**config.mk**
```make
export PLATFORM = sky130hd
export DESIGN_NAME = ppu_line_doubler
export DESIGN_NICKNAME = d
export VERILOG_FILES = /design/src/rtl/ppu_line_doubler.sv
export SDC_FILE = /design/constraint.sdc
export NUM_CORES = 2
export LEC_CHECK = 0
export CAP_MARGIN = 0
export CORE_MARGIN = 10
export CORE_UTILIZATION = 57
export DETAILED_ROUTE_END_ITERATION = 6
export PLACE_DENSITY_LB_ADDON = 0.08
export RECOVER_POWER = 25
export SYNTH_ARGS = -nofsm -noshare
export SYNTH_HDL_FRONTEND = slang
export SYNTH_SLANG_ARGS = --single-unit
```
**constraint.sdc**
```tcl
create_clock -name clk -period 2.5 [get_ports clk]
set_input_delay 0.375 -clock clk [delete_from_list [all_inputs] [get_ports clk]]
set_output_delay 0.375 -clock clk [all_outputs]
set_load 0.03 [all_outputs]
```
**src/rtl/ppu_line_doubler.sv**
```systemverilog
// Two-bank scanline buffer between the PPU palette lookup and the VGA controller.
// Each 256-px line is replayed at 2x in both axes, centred in the 640x480 frame.
module ppu_line_doubler #(
    parameter int               LINE_W   = 256,
    parameter int               PIX_W    = 6,
    parameter int               H_OFFSET = 64,
    parameter logic [PIX_W-1:0] BORDER   = 'h0F
) (
    input  logic             clk,
    input  logic             reset,
    input  logic             frame_start,
    input  logic             pix_valid,
    input  logic [PIX_W-1:0] pix_data,
    output logic             ready,
    input  logic             pix_ce,
    input  logic [9:0]       draw_x,
    input  logic [9:0]       draw_y,
    output logic [PIX_W-1:0] palette_idx,
    output logic             overrun,
    output logic             underrun
);

    localparam int AW = $clog2(LINE_W);

    typedef enum logic [1:0] {
        S_WAIT,
        S_LINE0,
        S_LINE1,
        S_STARVE
    } state_t;

    state_t           state, state_next;
    logic [AW-1:0]    wr_x;
    logic             wr_bank, rd_bank;
    logic [1:0]       full_cnt, full_next;
    logic             accept, wr_done, line_end, frame_top, rd_release;
    logic             in_window, show, starving;
    logic [AW-1:0]    rd_addr;

    logic [PIX_W-1:0] mem [2*LINE_W];

    assign ready      = (full_cnt != 2'd2);
    assign accept     = pix_valid && ready && !frame_start;
    assign wr_done    = accept && (wr_x == AW'(LINE_W - 1));
    assign line_end   = pix_ce && (draw_x == 10'd799);
    assign frame_top  = pix_ce && (draw_x == 10'd0) && (draw_y == 10'd0);
    assign rd_release = line_end && (state == S_LINE1);

    assign in_window = (draw_x >= 10'(H_OFFSET)) &&
                       (draw_x <  10'(H_OFFSET + 2*LINE_W)) &&
                       (draw_y <  10'd480);
    assign rd_addr   = AW'((draw_x - 10'(H_OFFSET)) >> 1);

    // A completed write and a released bank on the same clock cancel out.
    always_comb begin
        // NOTE: assign every always_comb output up front so no path leaves it unassigned (no latch).
        full_next = full_cnt;
        if (wr_done && !rd_release)
            full_next = full_cnt + 2'd1;
        else if (!wr_done && rd_release && full_cnt != 2'd0)
            full_next = full_cnt - 2'd1;
    end

    // State register
    always_ff @(posedge clk or negedge reset) begin
        // NOTE: sequential state uses non-blocking assignments so all registers update together.
        if (!reset)
            state <= S_WAIT;
        else
            state <= state_next;
    end

    // Next-state logic; an empty buffer at frame top starves the first row pair
    // so a line that arrives late still appears two rows further down.
    always_comb begin
        state_next = state;
        case (state)
            S_WAIT:
                if (frame_top)
                    state_next = (full_cnt != 2'd0) ? S_LINE0 : S_STARVE;
            S_LINE0:
                if (line_end)
                    state_next = S_LINE1;
            S_LINE1:
                if (line_end) begin
                    if (draw_y == 10'd479)
                        state_next = S_WAIT;
                    else if (full_next != 2'd0)
                        state_next = S_LINE0;
                    else
                        state_next = S_STARVE;
                end
            S_STARVE:
                if (line_end && draw_y[0] && full_next != 2'd0)
                    state_next = S_LINE0;
            default:
                state_next = S_WAIT;
        endcase
        if (frame_start)
            state_next = S_WAIT;
    end

    // Output decode
    always_comb begin
        show     = in_window && (state == S_LINE0 || state == S_LINE1);
        starving = pix_ce && ((state == S_STARVE) ||
                              (state == S_WAIT && frame_top && full_cnt == 2'd0));
    end

    // Write pointer, bank occupancy and read bank
    always_ff @(posedge clk or negedge reset) begin
        if (!reset) begin
            wr_x     <= '0;
            wr_bank  <= 1'b0;
            rd_bank  <= 1'b0;
            full_cnt <= 2'd0;
        end else if (frame_start) begin
            wr_x     <= '0;
            wr_bank  <= 1'b0;
            rd_bank  <= 1'b0;
            full_cnt <= 2'd0;
        end else begin
            full_cnt <= full_next;
            if (accept) begin
                wr_x <= wr_x + 1'b1;
                if (wr_done)
                    wr_bank <= ~wr_bank;
            end
            if (rd_release)
                rd_bank <= ~rd_bank;
        end
    end

    // NOTE: the line store has no reset; it is always written before it is displayed.
    always_ff @(posedge clk) begin
        if (accept)
            mem[{wr_bank, wr_x}] <= pix_data;
    end

    // Registered output: synchronous bank read, one pix_ce tick behind draw_x.
    always_ff @(posedge clk or negedge reset) begin
        if (!reset)
            palette_idx <= BORDER;
        else if (pix_ce)
            palette_idx <= show ? mem[{rd_bank, rd_addr}] : BORDER;
    end

    // Sticky error flags, cleared only by reset
    always_ff @(posedge clk or negedge reset) begin
        if (!reset) begin
            overrun  <= 1'b0;
            underrun <= 1'b0;
        end else begin
            if (pix_valid && !ready)
                overrun <= 1'b1;
            if (starving)
                underrun <= 1'b1;
        end
    end

endmodule
```
=== Word-level counts from Yosys, hierarchy flattened ===
Memory sizes are Yosys's and may differ from the RTL's.
Cells that the tools add are included.

* Add/sub/neg operators: 4
* Multiply operators: 0
* Divide/modulo/power cells: 0
* Order comparisons: 3
* Eq/ne operators: 11
* Shift-type cells: 0
* Mux-type cells: 22
* Bitwise logic cells: 2
* Reductions and logical operators: 36

{| class="wikitable"
|+ Operators by type and width
! operator !! count
|-
| 2-bit 2-to-1 mux || 11
|-
| 10-bit logical NOT || 2
|-
| 1-bit logical AND || 19
|-
| 8-bit 2-to-1 mux || 2
|-
| 3-bit inequality test, second input constant || 4
|-
| 10-bit equality test, second input constant || 1
|-
| 10-bit by 9-bit equality test with 1-bit output, second input constant || 1
|-
| 10-bit by 7-bit greater-or-equal comparator with 1-bit output, second input constant || 1
|-
| 10-bit less-than comparator, second input constant || 1
|-
| 10-bit by 9-bit less-than comparator with 1-bit output, second input constant || 1
|-
| 2-bit nonzero test || 5
|-
| 9-bit by 7-bit subtractor with 9-bit output, second input constant || 1
|-
| 8-bit by 1-bit adder with 8-bit output, second input constant || 1
|-
| 8-bit equality test, second input constant || 1
|-
| 2-bit one-hot mux with 4 select lines || 1
|-
| 1-bit 2-to-1 mux || 7
|-
| 6-bit 2-to-1 mux || 1
|-
| 2-bit equality test, second input constant || 2
|-
| 1-bit logical NOT || 4
|-
| 2-bit logical NOT || 2
|-
| 4-bit AND reduction || 1
|-
| 2-bit by 1-bit adder with 2-bit output, second input constant || 1
|-
| 2-bit by 1-bit equality test with 1-bit output, second input constant || 1
|-
| 1-bit logical OR || 2
|-
| other kinds (4) || 5
|}

* Register bits: 22
* Latch bits: 0
* Memory bits (writable): 3072
* ROM bits: 0
* Input bits: 31
* Output and inout bits: 9
* Word-level logic and storage cells: 87
* Memories kept: 1

{| class="wikitable"
|+ Memories
! name !! depth !! bits a word !! rd ports !! clocked after memory_dff !! write ports !! RTL line !! source
|-
| mem || 512 || 6 || 1 || 0 || 1 || 40 || <nowiki>logic [PIX_W-1:0] mem [2*LINE_W];</nowiki>
|}

=== Logic depth before layout (Yosys ltp) ===
* Depth after elaboration: 15
* Gate-level depth with buffers: 14
* Depth with buffers taken out: 10

=== Worst setup path after synthesis ===
OpenSTA, ideal clock, no wires.

* Path type: input -> register
* Start: input port draw_x[6]
* End: register state[0]
* Setup time: 99 ps
* Arrival time: 2905 ps
* Required time: 2401 ps
* Path slack: -505 ps
* Stages on the path: 12
* Path buffers: 2
* Cell sequence: clkinv_1 > clkbuf_1 > clkbuf_1 > ha_1 > and4_1 > nand4_1 > or3_1 > and4_1 > o22a_1 > nor2_1 > nor2_1 > a311oi_1

* Word-level cells in the longest chain between the ends: 11
* Elaborated cells on any way between the ends: 20
* Classes of those cells: 5 x eq/ne; 2 x mux; 13 x reduce/logical

{| class="wikitable"
|+ Ends and longest elaborated chain
! element !! RTL line !! source
|-
| start: declaration || 16 || <nowiki>input logic [9:0] draw_x,</nowiki>
|-
| 10-bit equality test || 45 || <nowiki>assign line_end = pix_ce && (draw_x == 10'd799);</nowiki>
|-
| 1-bit logical AND || 45 ||
|-
| 1-bit logical AND || 47 || <nowiki>assign rd_release = line_end && (state == S_LINE1);</nowiki>
|-
| 1-bit logical AND (2 in a row) || 60 || <nowiki>else if (!wr_done && rd_release && full_cnt != 2'd0)</nowiki>
|-
| 2-bit 2-to-1 mux || 60 ||
|-
| 2-bit 2-to-1 mux || 58 || <nowiki>if (wr_done && !rd_release)</nowiki>
|-
| 2-bit nonzero test || 94 || <nowiki>if (line_end && draw_y[0] && full_next != 2'd0)</nowiki>
|-
| 1-bit logical AND || 94 ||
|-
| 3-bit inequality test (no source line) || -- ||
|-
| 4-bit AND reduction (no source line) (*) || -- ||
|-
| end signal: assignment || 70 || <nowiki>state <= state_next;</nowiki>
|-
| end: declaration || 32 || <nowiki>state_t state, state_next;</nowiki>
|}

Every way passes the cells marked *; elsewhere a longest branch is shown, timed or not.
A chain may end at the register's enable or synchronous reset.

=== Worst setup path in the final report ===
* Start: input port pix_data[5]
* End: memory mem[325][5] (data pin)

{| class="wikitable"
|+ RTL lines
! element !! RTL line !! source
|-
| start: declaration || 13 || <nowiki>input logic [PIX_W-1:0] pix_data,</nowiki>
|-
| end: declaration || 40 ||
|}

No word-level cell before the write port.

==> results.py <==
metrics = {
    "synth": {
        "synthMuxAreaShare_pct": 16.2,
        "synth-edff-count": 3072,
        "synth_top_cells_by_area": "edfxtp_1 76%, mux4_2 14%, mux2i_1 2.1%",
        "synth_warnings": 0,
        "yosysMostFrequentCell": "edfxtp_1",
        "ys_seq_area_share_pct": 76.3,
        "ys_seq_elements": 3094,
        "synth_top_cell_area_share_pct": 75.8,
        "synth_fa_ha_area_share_pct": 0.134,
        "synth_compound_area_share_pct": 2.29,
        "synth_cell_types": 72,
        "synth_top_family_by_area": "multiplexers",
        "syn_avg_cell_area_um2": 20.7,
        "synth_nets": 5920,
        "synth_simple_gate_area_share_pct": 3.17,
        "async_flop_share_pct": 0.711,
        "syn_area_um2": 122000,
        "synth-xor-area-share_pct": 0.0864,
        "netlist.top_cell.by_area": "edfxtp_1",
        "synthTopCellsByCount": "3,072 x edfxtp_1, 754 x mux4_2, 600 x nor2_1",
        "synth-main-ff-cell": "edfxtp_1",
        "netlist_instances": 5876,
    },
    "pwr": {
        "clkPwrFrac_pct": 42.7,
        "pwr-share-seq_pct": 51.1,
        "power_frac_comb_pct": 6.2,
        "p_int_mw": 88.0,
        "ir_drop_mv": 0.896,
        "p_leak_nw": 49.9,
        "p_sw_share_pct": 21.3,
        "power.switching_mw": 23.8,
        "p_per_area_nw_per_um2": 755,
    },
    "route": {
        "vias_per_cell": 6.41,
        "wl_per_cell_um": 33.4,
        "drc_errors": 0,
        "vias": 67064,
        "drt_first_iter_violations": 9247,
        "first_pass_iters": 6,
        "drtAntennaViolNets": 0,
        "wl_um": 349000,
    },
    "finish": {
        "fin_util_pct": 69.7,
        "finalInstanceArea_um2": 148000,
        "multi_input_area_um2": 27500,
        "fin_nets": 7430,
        "syn_to_final_growth_pct": 21.6,
        "final_cells": 10456,
        "fillers": 13281,
        "register_area_um2": 92800,
        "drive_gt1_share_pct": 37.6,
    },
    "floorplan": {
        "die_x_um": 482,
        "dieArea_um2": 232000,
        "fp.coreArea_um2": 212000,
        "rows": 169,
        "fp.dieH_um": 482,
        "initial_utilization_pct": 57.3,
        "io_pins": 40,
    },
    "clock_tree": {
        "clkLatencyLatePin_ps": 970,
        "clockBufferDepth": 4,
        "cts_tree": "built",
        "clk_pin_slew_ps": 60,
        "numCtsBuffers": 329,
        "cts_root_buffer": "clkbuf_16",
        "cts.sinks": 3094,
        "cts.htree.levels": 5,
    },
    "worst_setup_path": {
        "cp_max_fo": 36,
        "endpoint_kind": "register",
        "r2r_slack_ps": -70,
        "path_class": "input port to register",
        "cp-start-kind": "input port",
        "r2r_end": "palette_idx[4]$_DFFE_PN0P_",
        "r2r_cells": 7,
        "worst_ep_required_time_ps": 3170,
        "r2r_start": "mem[301][4]$_DFFE_PP_",
        "arrival_ps": 3280,
    },
    "place": {
        "portBuffers": 39,
        "routabilityCongestion": 0.949,
        "dp_hpwl_um": 233000,
        "postPlaceCellArea_um2": 137000,
        "dpl.cell_count": 9871,
    },
    "sta": {
        "hold_slack_ps": 189,
        "fin_ws_ps": -103,
        "slew_violations": 256,
        "tightest_slew_ps": 2210,
        "maxSlewHeadroom_pct": -47.4,
        "fmaxAchievable_mhz": 384,
        "fin_skew_ps": 55.2,
        "period_share_pct": 104,
        "final.min_clock_period_ps": 2600,
        "hold_viol_final": 0,
        "setup_viol": 209,
        "rsz0062_at_grt": "yes",
    },
    "min_path": {
        "hold_end": "overrun$_DFFE_PN0P_",
        "worstHoldPathCells": 2,
        "hold_start": "pix_valid",
        "hold_class": "input port to register",
    },
    "run_status": {
        "violations": "capacitance limit, slew limit, setup timing",
        "status": "finished, violations left",
    },
    "global_routing": {
        "grt_pass1_wl_um": 500000,
        "grt_overflow": 0,
        "antenna_found_initial": 9,
        "grt_use_total_pct": 30.2,
        "grt_pass1_vias": 68226,
        "grt_max_degree": 121,
    },
    "job": {
        "maxCapViolCount": 6,
    },
}
## logic make-up after synthesis
kind of cell    Yosys count
flops                  3094
mux                    1030
simple gates            932
compound gates          407
buf+inv                 388
fa+ha+maj                13
xor+xnor                 12
## routing by layer
metal	share of wire, %	wire length, µm	GRT usage (%)	up-vias
met3	10	35900	6.83	676
met2	47	163000	46.5	3776
li1	-	-	-	27337
met1	39	134000	42.6	35267
met5	0.015	54	0	-
met4	4.5	15800	12.0	8
## power groups by stage
stage | Sequential (mW) | Clock (mW) | Combinational (mW)
after global placement | 58.2 | 0 | 6.67
after floorplan | 58.2 | 0 | 2.96
after detailed placement | 58.2 | 0 | 6.76
final | 57.1 | 47.7 | 6.97
after CTS | 57.1 | 48.2 | 6.87
after global routing | 57.1 | 50.3 | 7.20
## per-stage QoR
stage	power (mW)	setup WS [ps]	TNS [ps]
after floorplan	61.2	-22.2	-74.4
after global placement	64.8	-1700	-505680
after detailed placement	64.9	-1780	-583070
after CTS	112	-93.7	-203
after global routing	115	-125	-19900
final	112	-103	-10350
## worst max path at each step
stage / from / endpoint / slack (ps) / depth (start not counted)
2_1_floorplan: draw_x[1] / palette_idx[4]$_DFFE_PN0P_ / -20 / 11
6_report: pix_data[5] / mem[325][5]$_DFFE_PP_ / -100 / 3
5_1_grt: full_cnt[0]$_DFF_PN0_ / state[0]$_DFFE_PN0P_ / -120 / 11
4_1_cts: mem[12][0]$_DFFE_PP_ / palette_idx[0]$_DFFE_PN1P_ / -90 / 9
3_3_place_gp: draw_x[1] / palette_idx[5]$_DFFE_PN0P_ / -1700 / 8
3_5_place_dp: draw_x[1] / palette_idx[0]$_DFFE_PN1P_ / -1780 / 11
## cells in the final DEF (no fill, tap or decap), types with 9 or more instances in the layout
master / instances
o22ai_1: 58
clkbuf_2: 23
buf_4: 1321
inv_1: 9
ha_1: 11
a31oi_1: 21
clkinv_1: 62
buf_12: 147
nor2_1: 588
clkdlybuf4s50_1: 19
nand2_1: 151
mux2_2: 14
nor2b_1: 17
a22oi_1: 18
and2_1: 13
bufinv_16: 35
o21ai_0: 54
clkbuf_1: 65
mux2i_1: 247
mux2i_2: 10
clkinvlp_4: 13
a21oi_1: 66
nor2_2: 10
a211oi_1: 13
edfxtp_1: 3072
dfrtp_1: 18
nor3_1: 25
nand3_1: 41
mux4_2: 754
clkinv_2: 63
clkbuf_16: 337
a221oi_1: 11
o221ai_1: 52
nand2_4: 13
## worst max-delay path: stages
cell and delay, ps:
dlygate4sd3_1 520, dlymetal6s4s_1 1540, clkbuf_4 770
## area by class of cell
cell class	count	share of cell area, %
antenna	5	0.00846
inverter	15	0.0508
multi-input combinational	2394	18.6
timing repair buffer	1552	9.16
sequential	3094	62.7
tap	2821	2.39
clock inverter	182	1.20
clock buffer	393	5.84
## flip-flops by register name, indices dropped and copies added (netlist names)
register,cells
full_cnt,2
mem,3072
overrun,1
palette_idx,6
rd_bank,1
state,2
underrun,1
wr_bank,1
wr_x,8
## repair_timing
action                                 CTS  global route
hold buffers                             7             0
setup buffers                            1             2
gates resized for setup                 86            58
endpoints found under the hold margin  236             0
setup endpoints to repair               24           336
pin swaps                               25            26
cloned                                   0             0
Power figures use the tool's default switching activity.
